<file path="config.mk">
export PLATFORM = sky130hd
export DESIGN_NAME = addr_mode_sequencer
export DESIGN_NICKNAME = d
export VERILOG_FILES = /design/src/rtl/addr_mode_sequencer.sv
export SDC_FILE = /design/constraint.sdc
export NUM_CORES = 1
export LEC_CHECK = 0
export CAP_MARGIN = 20
export CORE_UTILIZATION = 52
export DETAILED_ROUTE_END_ITERATION = 7
export PLACE_DENSITY = 0.86
export SLEW_MARGIN = 40
export SYNTH_ARGS = -nofsm -noshare
export SYNTH_HDL_FRONTEND = slang
export SYNTH_SLANG_ARGS = --single-unit
</file>
<file path="constraint.sdc">
create_clock -name clk -period 6.6 [get_ports clk]
set_clock_uncertainty 0.1 [all_clocks]
set_input_delay 1.32 -clock clk [delete_from_list [all_inputs] [get_ports clk]]
set_output_delay 1.32 -clock clk [all_outputs]
set_load 0.02 [all_outputs]
</file>
<file path="src/rtl/addr_mode_sequencer.sv">
// -----------------------------------------------------------------------------
// addr_mode_sequencer
//
// Operand-fetch and effective-address sequencer for the 6502 core. On an
// accepted start it fetches 0-2 operand bytes from the instruction stream
// (one pc_inc per byte), applies X/Y indexing with zero-page wrap and
// page-cross fixup, and presents a stable effective address with a one
// enabled-cycle done pulse.
//
// Parameters:
//   ADDR_WIDTH  width of ea / bus_addr (>= 16); bits above 15 are always 0
//   DATA_WIDTH  operand / index width; a page is 2^DATA_WIDTH bytes
//   ZP_WRAP     1: zero-page indexed sums wrap inside page 0
//               0: the carry lands in bit DATA_WIDTH of ea
//
// Optional feature (macro ADDR_MODE_SEQ_DUMMY_READ_EN):
//   defined   -> bus_rd/bus_addr show the NMOS dummy read of the unfixed
//                address during FIXUP
//   undefined -> bus_rd and bus_addr are tied to 0
//
// Ports:
//   clk, rst_n   clock, asynchronous active-low reset
//   clk_enable   gates every state/register update
//   start, mode, is_write   request, addressing mode, store/RMW flag
//   data_in      byte at the current PC
//   index_x/y    index registers, read in the cycle they are used
//   pc_inc       advance PC this cycle
//   busy, done   sequencer active / result valid pulse
//   ea, operand, page_cross   results, held until the next start
//   bus_rd, bus_addr          dummy-read strobe and address
// -----------------------------------------------------------------------------
module addr_mode_sequencer #(
    parameter int ADDR_WIDTH = 16,
    parameter int DATA_WIDTH = 8,
    parameter bit ZP_WRAP    = 1'b1
) (
    input  logic                  clk,
    input  logic                  rst_n,
    input  logic                  clk_enable,
    input  logic                  start,
    input  logic [2:0]            mode,
    input  logic                  is_write,
    input  logic [DATA_WIDTH-1:0] data_in,
    input  logic [DATA_WIDTH-1:0] index_x,
    input  logic [DATA_WIDTH-1:0] index_y,
    output logic                  pc_inc,
    output logic                  busy,
    output logic                  done,
    output logic [ADDR_WIDTH-1:0] ea,
    output logic [DATA_WIDTH-1:0] operand,
    output logic                  page_cross,
    output logic                  bus_rd,
    output logic [ADDR_WIDTH-1:0] bus_addr
);

    typedef enum logic [2:0] {
        M_IMPL  = 3'd0,
        M_IMM   = 3'd1,
        M_ZPG   = 3'd2,
        M_ZPG_X = 3'd3,
        M_ZPG_Y = 3'd4,
        M_ABS   = 3'd5,
        M_ABS_X = 3'd6,
        M_ABS_Y = 3'd7
    } mode_e;

    typedef enum logic [2:0] {
        S_IDLE,
        S_FETCH_LO,
        S_FETCH_HI,
        S_INDEX,
        S_FIXUP,
        S_DONE
    } state_e;

    state_e                state_q, state_d;
    mode_e                 mode_q;
    logic                  write_q;
    logic [DATA_WIDTH-1:0] lo_q;
    logic [15:0]           ea_q;
    logic [DATA_WIDTH-1:0] operand_q;
    logic                  page_cross_q;

    logic [DATA_WIDTH-1:0] idx;
    logic [DATA_WIDTH:0]   sum;
    logic [15:0]           hi_part;
    logic                  mode_is_abs_idx;

    // Index register follows the captured mode; X for *_X, Y for *_Y.
    assign idx = (mode_q == M_ZPG_X || mode_q == M_ABS_X) ? index_x : index_y;
    assign sum = {1'b0, lo_q} + {1'b0, idx};

    // The high operand byte lands above the page-offset bits; the shift drops
    // anything that would fall outside the 16-bit address space.
    assign hi_part = 16'(data_in) << DATA_WIDTH;

    assign mode_is_abs_idx = (mode == M_ABS_X) || (mode == M_ABS_Y);

    // NOTE: state and datapath registers use non-blocking assignments so every
    // flop samples the pre-edge values of the others.
    always_ff @(posedge clk or negedge rst_n) begin
        if (!rst_n) begin
            state_q <= S_IDLE;
        end else if (clk_enable) begin
            state_q <= state_d;
        end
    end

    // NOTE: every output of this block gets a default before the case so no
    // path leaves a signal unassigned, which would infer a latch.
    always_comb begin
        state_d = state_q;
        pc_inc  = 1'b0;
        busy    = 1'b1;
        done    = 1'b0;
        unique case (state_q)
            S_IDLE: begin
                busy = 1'b0;
                if (start) begin
                    state_d = (mode == M_IMPL) ? S_DONE : S_FETCH_LO;
                end
            end
            S_FETCH_LO: begin
                pc_inc = 1'b1;
                unique case (mode_q)
                    M_IMM, M_ZPG:     state_d = S_DONE;
                    M_ZPG_X, M_ZPG_Y: state_d = S_INDEX;
                    default:          state_d = S_FETCH_HI;
                endcase
            end
            S_FETCH_HI: begin
                pc_inc = 1'b1;
                if (mode_q == M_ABS) begin
                    state_d = S_DONE;
                end else begin
                    // A store must never touch the unfixed address, so it
                    // always pays the fixup cycle.
                    state_d = (sum[DATA_WIDTH] || write_q) ? S_FIXUP : S_DONE;
                end
            end
            S_INDEX: state_d = S_DONE;
            S_FIXUP: state_d = S_DONE;
            S_DONE: begin
                done    = 1'b1;
                state_d = S_IDLE;
            end
            default: state_d = S_IDLE;
        endcase
    end

    always_ff @(posedge clk or negedge rst_n) begin
        if (!rst_n) begin
            mode_q       <= M_IMPL;
            write_q      <= 1'b0;
            lo_q         <= '0;
            ea_q         <= '0;
            operand_q    <= '0;
            page_cross_q <= 1'b0;
        end else if (clk_enable) begin
            unique case (state_q)
                S_IDLE: begin
                    if (start) begin
                        mode_q    <= mode_e'(mode);
                        write_q   <= is_write;
                        ea_q      <= '0;
                        operand_q <= '0;
                        if (!mode_is_abs_idx) begin
                            page_cross_q <= 1'b0;
                        end
                    end
                end
                S_FETCH_LO: begin
                    lo_q <= data_in;
                    if (mode_q == M_IMM) begin
                        operand_q <= data_in;
                    end
                    if (mode_q == M_ZPG) begin
                        ea_q <= 16'(data_in);
                    end
                end
                S_INDEX: begin
                    if (ZP_WRAP) begin
                        ea_q <= 16'(sum[DATA_WIDTH-1:0]);
                    end else begin
                        ea_q <= 16'(sum);
                    end
                end
                S_FETCH_HI: begin
                    if (mode_q == M_ABS) begin
                        ea_q <= hi_part | 16'(lo_q);
                    end else begin
                        ea_q         <= hi_part | 16'(sum[DATA_WIDTH-1:0]);
                        page_cross_q <= sum[DATA_WIDTH];
                    end
                end
                S_FIXUP: begin
                    // Carry into the page number; the 16-bit add wraps
                    // 0xFFxx + 1 page back to page 0.
                    ea_q <= ea_q + (16'(page_cross_q) << DATA_WIDTH);
                end
                default: ;
            endcase
        end
    end

    assign ea         = ADDR_WIDTH'(ea_q);
    assign operand    = operand_q;
    assign page_cross = page_cross_q;

`ifdef ADDR_MODE_SEQ_DUMMY_READ_EN
    // During FIXUP ea still holds {hi, s}: the address the NMOS part reads
    // before it has corrected the page.
    assign bus_rd   = (state_q == S_FIXUP);
    assign bus_addr = bus_rd ? ADDR_WIDTH'(ea_q) : '0;
`else
    assign bus_rd   = 1'b0;
    assign bus_addr = '0;
`endif

endmodule

</file>
# After elaboration in Yosys (flattened, before gate mapping)
# Cells that the tools add are included.
# totals
out_inout_bits	45
ff_bits	40
word_cells	68
input_bits	32
# op_classes
muxes	21
n_addsub	2
n_bitwise	2
eq_ne	18
reduce_logical	18
# op_table
operator	count
$pmux W16 S5	1
$mux W16	3
$or A16 B8 Y16	2
$mux W8	3
$eq A3 B3 Y1 const B	7
$add A16 B9 Y16	1
$pmux W8 S2	1
$eq A3 B2 Y1 const B	4
$pmux W3 S4	1
$ne A2 B2 Y1 const B	5
$add A8 B8 Y9	1
$mux W1	8
$reduce_and A4 Y1	2
$reduce_or A2 Y1	4
$eq A3 B1 Y1 const B	2
$logic_not A3 Y1	2
$mux W3	2
$pmux W3 S2	1
$reduce_and A5 Y1	1
$reduce_bool A5 Y1	1
$reduce_and A2 Y1	2
$reduce_bool A2 Y1	2
$logic_or A1 B1 Y1	3
$reduce_and A3 Y1	1
$pmux W1 S2	1

# Longest topological paths before layout
# logic_depth
word_depth	8
ltp_mapped	12
ltp_nobuf	11

# Worst setup path after synthesis
# No wires, ideal clock.
# synth_path
kind	input-to-reg
startpoint	input index_y[0]
endpoint	register ea_q[6] (netlist: ea[6])
setup_time_ns	0.087
stages	9
n_path_buf	0
setup_slack_ns	3.584
t_arrival_ns	2.830
t_required_ns	6.413
cell_sequence	mux2_2 > ha_1 > inv_1 > fa_1 > nor2b_1 > o31a_1 > o21ai_0 > a211o_1 > o211ai_1
# synth_via
elab_chain_cells	5
# synth_rtl
item	line	rtl
start, declared	45	input logic [DATA_WIDTH-1:0] index_y,
$mux W8 *	90	assign idx = (mode_q == M_ZPG_X || mode_q == M_ABS_X) ? index_x : index_y;
$add A8 B8 Y9 *	91	assign sum = {1'b0, lo_q} + {1'b0, idx};
$or A16 B8 Y16	192	ea_q <= hi_part | 16'(sum[DATA_WIDTH-1:0]);
$mux W16	189	if (mode_q == M_ABS) begin
$pmux W16 S5 *	160	unique case (state_q)
end signal, assigned	190	ea_q <= hi_part | 16'(lo_q);
end signal, assigned	192	
end signal, assigned	199	ea_q <= ea_q + (16'(page_cross_q) << DATA_WIDTH);
end, declared	80	logic [15:0] ea_q;
# Mark *: on every way between the ends. The rest lies on a longest branch, timed or not.
# A chain may end at the register's enable or synchronous reset.

# Final worst setup path
# layout_path
startpoint	register state_q[0]
endpoint	output pc_inc
# layout_via
elab_chain_cells	3
elab_cells_between_ends	4
classes_between	eq/ne: 2; mux: 1; reduce/logical: 1
# layout_rtl
item	line	rtl
start, declared	76	state_e state_q, state_d;
start signal, assigned	105	state_q <= state_d;
$eq A3 B2 Y1 / $eq A3 B1 Y1 (equally long branches)	116	unique case (state_q)
$reduce_or A2 Y1 (no source line) *	-	
$mux W1 *	116	
end, declared	46	output logic pc_inc,
# Marked as above.

==> run_summary.xml <==
<?xml version="1.0" encoding="UTF-8"?>
<metrics>
  <group name="synth">
    <metric name="synth_largest_type_area_fraction" unit="">0.3707</metric>
    <metric name="yosys_register_bits" unit="">40</metric>
    <metric name="synth.avg_cell_area" unit="um2">9.375</metric>
    <metric name="synthMostInstantiatedCell" unit="">dfrtp_1</metric>
    <metric name="synth_area_leader" unit="">dfrtp_1</metric>
    <metric name="mapped_cells" unit="">288</metric>
    <metric name="synth_enable_flop_cells" unit="">0</metric>
    <metric name="synth_ff_type" unit="">dfrtp_1</metric>
    <metric name="yosysWarningCount" unit="">0</metric>
    <metric name="synthTopCellsByCount" unit="">dfrtp_1, o21ai_1, nand2_1, buf_4, mux2_2</metric>
    <metric name="synthArstFlopShare" unit="">1.000</metric>
    <metric name="synth_area" unit="mm2">0.002700</metric>
    <metric name="synth_top_cells_by_area" unit="">dfrtp_1, mux2_2, buf_4, o21ai_1, ha_1</metric>
    <metric name="yosys.cell_types.count" unit="">61</metric>
    <metric name="yosysSeqAreaShare" unit="">0.3707</metric>
  </group>
  <group name="clock_tree">
    <metric name="cts_made_buffers" unit="">5</metric>
    <metric name="cts_root_buf" unit="">clkbuf_8</metric>
    <metric name="cts_tree" unit="">yes</metric>
    <metric name="h-tree-depth" unit="">2</metric>
    <metric name="insertion_delay" unit="ns">0.29</metric>
    <metric name="numClockSinks" unit="">40</metric>
    <metric name="postCtsResizedCells" unit="">0</metric>
    <metric name="clk_pin_slew_worst_paths" unit="ns">0.08</metric>
    <metric name="postCtsHoldBufs" unit="">0</metric>
    <metric name="max-clock-path-buffers" unit="">2</metric>
    <metric name="post-cts-setup-buffer-count" unit="">0</metric>
  </group>
  <group name="timing">
    <metric name="period_needed" unit="ns">3.926</metric>
    <metric name="worstMarginPinSlew" unit="ns">0.6029</metric>
    <metric name="final_hold_viol_count" unit="">0</metric>
    <metric name="timing.final.crit_share" unit="">0.5948</metric>
    <metric name="grt_setup_unrepaired" unit="">no</metric>
    <metric name="final-max-slew-violation-count" unit="">0</metric>
    <metric name="maxClockFrequency" unit="MHz">254.7</metric>
    <metric name="setup_viol_count_final" unit="">0</metric>
    <metric name="max-slew-margin-rel" unit="">0.5968</metric>
    <metric name="fin_setup_tns" unit="ns">0</metric>
  </group>
  <group name="power_and_ir_drop">
    <metric name="power_per_cell_area" unit="mW/mm2">478.6</metric>
    <metric name="p_leak" unit="nW">1.374</metric>
    <metric name="peakVddDrop" unit="mV">0.2628</metric>
  </group>
  <group name="final_layout">
    <metric name="drive_gt1_frac" unit="">0.1341</metric>
    <metric name="area_growth" unit="%">24.28</metric>
    <metric name="layout.area.seq" unit="mm2">0.001001</metric>
    <metric name="combined_area_of_the_multi_input_logic_cells" unit="mm2">0.001511</metric>
    <metric name="antenna_cells" unit="">0</metric>
    <metric name="fillCellCount" unit="">372</metric>
    <metric name="design.final.nets" unit="">385</metric>
    <metric name="finish.utilization" unit="">0.6921</metric>
  </group>
  <group name="global_route">
    <metric name="grt_max_degree" unit="">41</metric>
    <metric name="globalRouteOverflowTotal" unit="">0</metric>
    <metric name="initial_antenna_violation_count" unit="">0</metric>
    <metric name="grt_first_pass_wirelength" unit="mm">10.90</metric>
    <metric name="grt_pass1_vias" unit="">2250</metric>
    <metric name="tot_gr_track_use" unit="">0.2637</metric>
  </group>
  <group name="status">
    <metric name="outcome" unit="">completed</metric>
  </group>
  <group name="worst_setup_path">
    <metric name="worstPathMaxFanout" unit="">17</metric>
    <metric name="setup.worst_path.end_class" unit="">primary output</metric>
    <metric name="setup.worst_path.start_class" unit="">flip-flop</metric>
    <metric name="critPathArrivalTime" unit="ns">2.51</metric>
    <metric name="timing.setup.critical_path_class" unit="">reg -&gt; out</metric>
    <metric name="worstPathRequired" unit="ns">5.18</metric>
  </group>
  <group name="place">
    <metric name="gp_routability_congestion" unit="">0.8667</metric>
    <metric name="dpl.hpwl" unit="mm">5.039</metric>
    <metric name="buffer_ports.inserted" unit="">59</metric>
  </group>
  <group name="routing">
    <metric name="avgViaCountPerCell" unit="">5.888</metric>
    <metric name="via_count" unit="">2414</metric>
    <metric name="dr.max_layer_used" unit="">met4</metric>
    <metric name="detail_route.iter0.violations" unit="">164</metric>
    <metric name="wl_per_cell" unit="um">16.43</metric>
    <metric name="drtAntennaViolNets" unit="">0</metric>
    <metric name="drt_pre_antenna_iters" unit="">4</metric>
    <metric name="m1WireLength" unit="mm">2.997</metric>
    <metric name="post-route-drc-count" unit="">0</metric>
    <metric name="met3WireLength" unit="um">550</metric>
    <metric name="totalWireLength" unit="mm">6.738</metric>
    <metric name="route.met2.wl" unit="mm">3.036</metric>
  </group>
  <group name="die">
    <metric name="placeableCoreArea" unit="mm2">0.004848</metric>
    <metric name="die_w" unit="um">74.06</metric>
    <metric name="placement_rows" unit="">25</metric>
    <metric name="starting_density_of_the_core" unit="">0.5569</metric>
    <metric name="die_area" unit="mm2">0.005485</metric>
    <metric name="floorplan.io_pins" unit="">77</metric>
    <metric name="fp.dieH" unit="um">74.06</metric>
  </group>
  <group name="hold_path">
    <metric name="worstHoldPathType" unit="">reg -&gt; reg</metric>
  </group>
  <group name="flow_run">
    <metric name="max_cap_viol_count" unit="">0</metric>
  </group>
</metrics>
==> metal layers <==
metal | vias to the layer above | global-route usage
met4 | 0 | 0.09402
met3 | 19 | 0.07317
met2 | 120 | 0.4051
met1 | 1150 | 0.3575
met5 | - | 0
li1 | 1125 | -
==> cell usage in the layout, fill, tap and decap left out, drive strengths merged, types with 4 or more instances in the layout <==
master,netlist,routed
a21oi,10,10
a22oi,6,6
nor3,6,6
nor2,15,15
ha,10,10
o21ai,41,41
nand2,21,21
o211ai,4,4
and3,4,4
clkdlybuf4s50,0,58
nand3,13,13
conb,1,17
clkbuf,1,6
inv,17,17
mux2,19,19
a32oi,4,4
dfrtp,40,40
==> logic make-up (layout without fill, tap and decap cells) <==
logic type	Yosys count	count (layout)	share of synthesized area
muxes	19	19	0.07924
AOI/OAI and AO/OA	89	89	0.2234
other	1	17	0.001389
and+or+nand+nor	79	79	0.1659
xor gates and xnor gates	4	4	0.01298
adders and majority gates	11	11	0.05375
DFF	40	40	0.3707
buffers and inverters	45	84	0.09268
==> worst max-delay path, stage by stage, from the launching register on <==
cell	delay, ns
dfrtp_1	0.67
inv_2	0.16
nor3_4	0.57
or2_2	0.22
clkdlybuf4s50_1	0.59
==> worst paths after layout <==
check / depth (start not counted) / slack (ns) / from / to
worst min register to register: 2 / 0.38 / ea[0] / ea[0]
worst max-delay path: 4 / 2.67 / state_q[0] / pc_inc
max in group asynchronous: 1 / 5.15 / rst_n / lo_q[6]
min in group asynchronous: 1 / 0.89 / rst_n / write_q
worst min-delay path: 2 / 0.38 / ea[0] / ea[0]
worst max register to register: 11 / 3.48 / mode_q[0] / ea[4]
==> stage by stage <==
stage | instances | area, um2 | worst slack (ns) | total power, W | hold WS [ns]
after floorplan | 304 | 2760 | 3.584 | 0.001117 | 0.4044
after global placement | 402 | 3243 | 2.915 | 0.001363 | 0.3656
after detailed placement | 402 | 3246 | 2.872 | 0.001387 | 0.3718
after CTS | 410 | 3353 | 2.698 | 0.001593 | 0.3887
after global routing | 410 | 3356 | 2.571 | 0.001720 | 0.4187
final | 410 | 3356 | 2.674 | 0.001606 | 0.3799
==> flip-flops by register name, summed over array words and instances (netlist names) <==
name	cells
lo_q	8
mode_q	3
operand	8
state_q	3
page_cross	1
write_q	1
ea	16
==> area by class of cell <==
class,count,share of cell area
multi-input combinational,219,0.4504
sequential,40,0.2983
timing repair buffer,59,0.1752
tap,67,0.02498
clock buffer,6,0.02163
inverter,17,0.01902
clock inverter,2,0.01044
==> power by group <==
group	switching (W)	internal, W
sequential	0.000130	0.000343
combinational	0.000519	0.000414
clock	0.0000882	0.000112
total	0.000737	0.000869
(Power assumes the default switching activity.)
